<file path="src/rtl/approx_mul16_err_monitor.sv">
`default_nettype none
// ============================================================================
// approx_mul16_err_monitor: error-distance statistics for a 16x16 approx mult
// Revision: 1.0
// ============================================================================
module approx_mul16_err_monitor #(
  parameter int CNT_W = 16,
  parameter int SUM_W = 48
) (
  input  logic             clk,
  input  logic             rst,
  input  logic             start,
  input  logic [CNT_W-1:0] cfg_len,
  input  logic             in_valid,
  output logic             in_ready,
  input  logic [15:0]      in_a,
  input  logic [15:0]      in_b,
  input  logic [31:0]      in_prod,
  output logic             busy,
  output logic             done,
  output logic [SUM_W-1:0] sum_ed,
  output logic [31:0]      max_ed,
  output logic [CNT_W-1:0] err_count,
  output logic [CNT_W-1:0] sample_count
);

  typedef enum logic [1:0] {
    S_IDLE  = 2'd0,
    S_RUN   = 2'd1,
    S_DRAIN = 2'd2,
    S_DONE  = 2'd3
  } state_t;

  state_t           state_q, state_d;
  logic [CNT_W-1:0] len_q, len_d;
  logic [CNT_W-1:0] cnt_q, cnt_d;
  logic             drain_q, drain_d;
  logic             v1_q, v1_d;
  logic [31:0]      ex_q, ex_d;
  logic [31:0]      ap_q, ap_d;
  logic             v2_q, v2_d;
  logic [31:0]      ed_q, ed_d;
  logic             nz_q, nz_d;
  logic [SUM_W-1:0] sum_q, sum_d;
  logic [31:0]      max_q, max_d;
  logic [CNT_W-1:0] err_q, err_d;

  logic             accept;
  logic [CNT_W-1:0] cnt_inc;
  logic [SUM_W:0]   sum_ext;

  assign in_ready = (state_q == S_RUN) && (cnt_q < len_q);
  assign accept   = in_valid && in_ready;
  assign cnt_inc  = cnt_q + 1'b1;
  // The carry out of the widened sum flags saturation; a saturated sum
  // carries on any nonzero ED, so it stays pinned at all-ones.
  assign sum_ext  = {1'b0, sum_q} + {{(SUM_W-31){1'b0}}, ed_q};

  always_comb begin
    state_d = state_q;
    len_d   = len_q;
    cnt_d   = cnt_q;
    drain_d = drain_q;
    v1_d    = accept;
    ex_d    = {16'd0, in_a} * {16'd0, in_b};
    ap_d    = in_prod;
    v2_d    = v1_q;
    ed_d    = (ex_q >= ap_q) ? (ex_q - ap_q) : (ap_q - ex_q);
    nz_d    = (ed_d != 32'd0);
    sum_d   = sum_q;
    max_d   = max_q;
    err_d   = err_q;

    if (v2_q) begin
      sum_d = sum_ext[SUM_W] ? {SUM_W{1'b1}} : sum_ext[SUM_W-1:0];
      max_d = (ed_q > max_q) ? ed_q : max_q;
      err_d = err_q + {{(CNT_W-1){1'b0}}, nz_q};
    end

    case (state_q)
      S_IDLE: begin
        if (start) begin
          state_d = S_RUN;
          len_d   = cfg_len;
          cnt_d   = '0;
          sum_d   = '0;
          max_d   = '0;
          err_d   = '0;
        end
      end
      S_RUN: begin
        if (accept) begin
          cnt_d = cnt_inc;
          if (cnt_inc == len_q) begin
            state_d = S_DRAIN;
            drain_d = 1'b0;
          end
        end else if (cnt_q >= len_q) begin
          state_d = S_DRAIN;
          drain_d = 1'b0;
        end
      end
      S_DRAIN: begin
        // Two drain cycles let the last sample clear both pipeline stages.
        if (drain_q) state_d = S_DONE;
        drain_d = 1'b1;
      end
      S_DONE:  state_d = S_IDLE;
      default: state_d = S_IDLE;
    endcase
  end

  always_ff @(posedge clk) begin
    if (rst) begin
      state_q <= S_IDLE;
      len_q   <= '0;
      cnt_q   <= '0;
      drain_q <= 1'b0;
      v1_q    <= 1'b0;
      ex_q    <= '0;
      ap_q    <= '0;
      v2_q    <= 1'b0;
      ed_q    <= '0;
      nz_q    <= 1'b0;
      sum_q   <= '0;
      max_q   <= '0;
      err_q   <= '0;
    end else begin
      state_q <= state_d;
      len_q   <= len_d;
      cnt_q   <= cnt_d;
      drain_q <= drain_d;
      v1_q    <= v1_d;
      ex_q    <= ex_d;
      ap_q    <= ap_d;
      v2_q    <= v2_d;
      ed_q    <= ed_d;
      nz_q    <= nz_d;
      sum_q   <= sum_d;
      max_q   <= max_d;
      err_q   <= err_d;
    end
  end

  assign busy         = (state_q == S_RUN) || (state_q == S_DRAIN);
  assign done         = (state_q == S_DONE);
  assign sum_ed       = sum_q;
  assign max_ed       = max_q;
  assign err_count    = err_q;
  assign sample_count = cnt_q;

endmodule
`default_nettype wire

</file>
<file path="config.mk">
export PLATFORM = sky130hd
export DESIGN_NAME = approx_mul16_err_monitor
export DESIGN_NICKNAME = d
export VERILOG_FILES = /design/src/rtl/approx_mul16_err_monitor.sv
export SDC_FILE = /design/constraint.sdc
export NUM_CORES = 1
export LEC_CHECK = 0
export ABC_AREA = 1
export BUFFER_PORTS_ARGS = -buffer_cell sky130_fd_sc_hd__buf_2
export CAP_MARGIN = 30
export CORE_MARGIN = 3
export CORE_UTILIZATION = 35
export DETAILED_ROUTE_END_ITERATION = 16
export PLACE_DENSITY_LB_ADDON = 0.05
export REMOVE_ABC_BUFFERS = 1
export SKIP_LAST_GASP = 1
export SLEW_MARGIN = 15
export SYNTH_ARGS = -nofsm -noshare
export SYNTH_HDL_FRONTEND = slang
export SYNTH_SLANG_ARGS = --single-unit
</file>
<file path="constraint.sdc">
create_clock -name clk -period 7.3 [get_ports clk]
set_input_delay 0.73 -clock clk [delete_from_list [all_inputs] [get_ports clk]]
set_output_delay 0.73 -clock clk [all_outputs]
set_load 0.02 [all_outputs]
</file>
==> flow_summary.toml <==
[finish]
antenna_cells = 0
drive_gt1_share_pct = 7.826
area_delta_synth_final_pct = 10.44
multiInputGateArea_um2 = 17340
nets = 4538
final-seq-area_um2 = 4606
n_fill_cell = 8026

[grt]
track_usage_pct = 20.51
grt_overflow_total = 0
antenna_found_initial = 0
use_met3_pct = 1.307
grt_pass1_vias = 23630
busiest_layer = "met2"
grt_util_met1_pct = 26.83
grt_max_degree = 72
met2_usage_pct = 36.51
grt_pass1_wl_um = 127900

[drt]
via_per_inst = 4.644
post_drt_wl_per_cell_um = 15.92
vias = 23100
antenna_left = 0
drc = 0
initialDrtViolationCount = 1098
wirelength_um = 79210
first_pass_iters = 6

[sta]
setup_violations = 0
hold_violations = 0
fin_crit_sh_pct = 78.37
slew_headroom_pct = 39.80
rsz0062_at_grt = "false"
worst_slew_pin_slew_ns = 0.9008
setup_ws_ns = 1.579
slew_violations = 0
final.setup.tns_ns = 0
fin_crit_ns = 5.721
fmax_ghz = 0.1748
fin_skew_ns = 0.01084

[setup_path]
path_cells = "buf_2, nand2_1, fa_1, fa_1, fa_1, fa_1, inv_1, fa_1, inv_1, fa_1, inv_1, ha_1, nand2_1, nor2_1, nor2_1, a21boi_0, o21bai_1, a21oi_1, o21ai_1, o21ai_0, a21oi_1"
worstPathArrival_ns = 6.19
worst-path-max-fanout = 16
cp_common_cell = "fa_1"
slowest_delay_ns = 0.58
critPathLaunchType = "primary input"
critPathKind = "primary input to register"
end_kind = "register"
required_ns = 7.77
critical-path-slowest-cell = "fa_1"

[clock_tree]
clk_pin_slew_worst_paths_ns = 0.06
cts-resized-gates = 0
cts_sinks = 230
cts_hold_buf = 0
cts_inserted_buffers = 29
clock_path_buffers = 3
clk_latency_ns = 0.59
postCtsSetupBuffers = 0
cts_tree = "yes"
htree_levels = 1
cts_root_buffer = "clkbuf_16"

[synth]
synth-seq-cells = 230
yosys.area.top_type = "dfxtp_1"
synth_edf_count = 0
synth-adder-area-share_pct = 27.76
synth.most_common_cell = "nand2_1"
ys_top_cells_by_count = "nand2_1 (1045), inv_1 (820), nor2_1 (319)"
syn_area_um2 = 25660
synth_top_area_share_pct = 17.95
synth-main-ff-cell = "dfxtp_1"
synth_cell_types = 52
yosys-top-cells-area = "dfxtp_1 (18%), fa_1 (15%), nand2_1 (15%)"
synthMuxAreaShare_pct = 0
synth_top_family_by_area = "adder cells"
synth-xor-area-share_pct = 2.682
synth-seq-area-share_pct = 17.95
avgSynthCellArea_um2 = 6.585
ys_warn_count = 0
yosys.area_share.simple_pct = 25.76
synthArstFlopShare_pct = 0
syn_inst = 3896
synth-compound-area-share_pct = 11.32

[run_status]
outcome = "finished clean"

[floorplan]
dieArea_um2 = 76590
num_io_pins = 199
num_rows = 98
die_h_um = 276.7
start_util_pct = 35.58
coreArea_um2 = 72100
die_x_um = 276.7

[power]
power_uw = 11610
power_leakage_uw = 0.01538
ir_drop_mv = 0.3196
power_density_nw_per_um2 = 409.9

[job]
maxCapViolCount = 0

[min_path]
hold_class = "primary input to register"

[placed_design]
hpwl_um = 65990
portBuffers = 198
globalplace.congestion = 0.8950
place_ws_ns = 1.038
==> layer usage <==
metal  vias to the layer above  routed length [um]
met2                       341               37930
met3                       100                2158
met1                     10530               36940
met5                         -                   0
li1                      12130                   -
met4                         0                2183
==> final timing paths <==
kind                              from              endpoint  slack (ns)  cells after the start
setup reg to reg  sum_ed[0]$_SDFF_PP0_  sum_ed[0]$_SDFF_PP0_        3.94                     17
setup / recovery              in_a[10]   ex_q[21]$_SDFF_PP0_        1.58                     21
hold / removal              in_prod[4]    ap_q[4]$_SDFF_PP0_        0.34                      3
hold reg to reg        v1_q$_SDFF_PP0_       v2_q$_SDFF_PP0_        0.42                      2
==> sequential cells by signal (all words and copies together) (netlist names), 2 cells and up <==
name,flops
ap_q,32
ed_q,32
err_count,16
ex_q,32
len_q,16
max_ed,32
sample_count,16
state_q,2
sum_ed,48
==> stage by stage <==
stage | instance area (um^2) | util [%] | std cells | hold WS [ns]
floorplan | 25060 | - | 3764 | 0.3883
global placement | 27330 | 37.90 | 4921 | 0.4185
detailed placement | 27350 | 37.94 | 4922 | 0.4169
CTS | 28330 | 39.30 | 4975 | 0.2924
global route | 28330 | 39.30 | 4975 | 0.3202
finish | 28330 | 39.30 | 4975 | 0.3355
==> worst max-delay path: cells and delay by family <==
family	cells	cell delay (ns)
AO/OA/AOI/OAI	6	1.08
adder cells (fa/ha/maj)	7	3.37
buffers and inverters	4	0.49
AND/OR/NAND/NOR	4	0.48
==> where the power goes <==
group          switching [uW]  internal [uW]
sequential                241           1510
clock                     601            867
combinational            5540           2850
total                    6380           5230
==> final cells by class <==
| cell class | instances | area share (%) |
|---|---|---|
| Clock buffer | 39 | 2.906 |
| Timing Repair Buffer | 208 | 3.842 |
| Inverter | 833 | 11.04 |
| Sequential cell | 230 | 16.25 |
| Tap cell | 950 | 4.195 |
| Multi-Input combinational cell | 2701 | 61.20 |
| Clock inverter | 14 | 0.5564 |
==> kinds of logic after synthesis <==
family                     Yosys count
adders and majority gates          451
AOI/OAI and AO/OA                  552
DFF                                230
and+or+nand+nor                   1621
buffers and inverters              965
xor gates and xnor gates            77
==> cells in the final DEF (no fill, tap or decap), types with 5 or more instances in the layout <==
cell type / count
nor3_1: 34
o21ai_0: 183
o21ai_1: 9
a31oi_1: 10
clkbuf_8: 6
buf_2: 197
buf_4: 10
a21o_1: 6
nand2_1: 1045
inv_2: 10
xnor2_1: 24
clkinv_2: 5
nand3_1: 129
xor2_1: 52
ha_1: 254
dfxtp_1: 229
clkbuf_16: 29
nor2_2: 5
nand2_2: 20
a21oi_1: 303
nor2_1: 318
o21bai_1: 9
nor2_4: 6
o211ai_1: 13
fa_1: 197
inv_1: 820
nor4_1: 12
nand4_1: 36
o21a_1: 6
No activity file was read; power rests on OpenSTA's default activity.
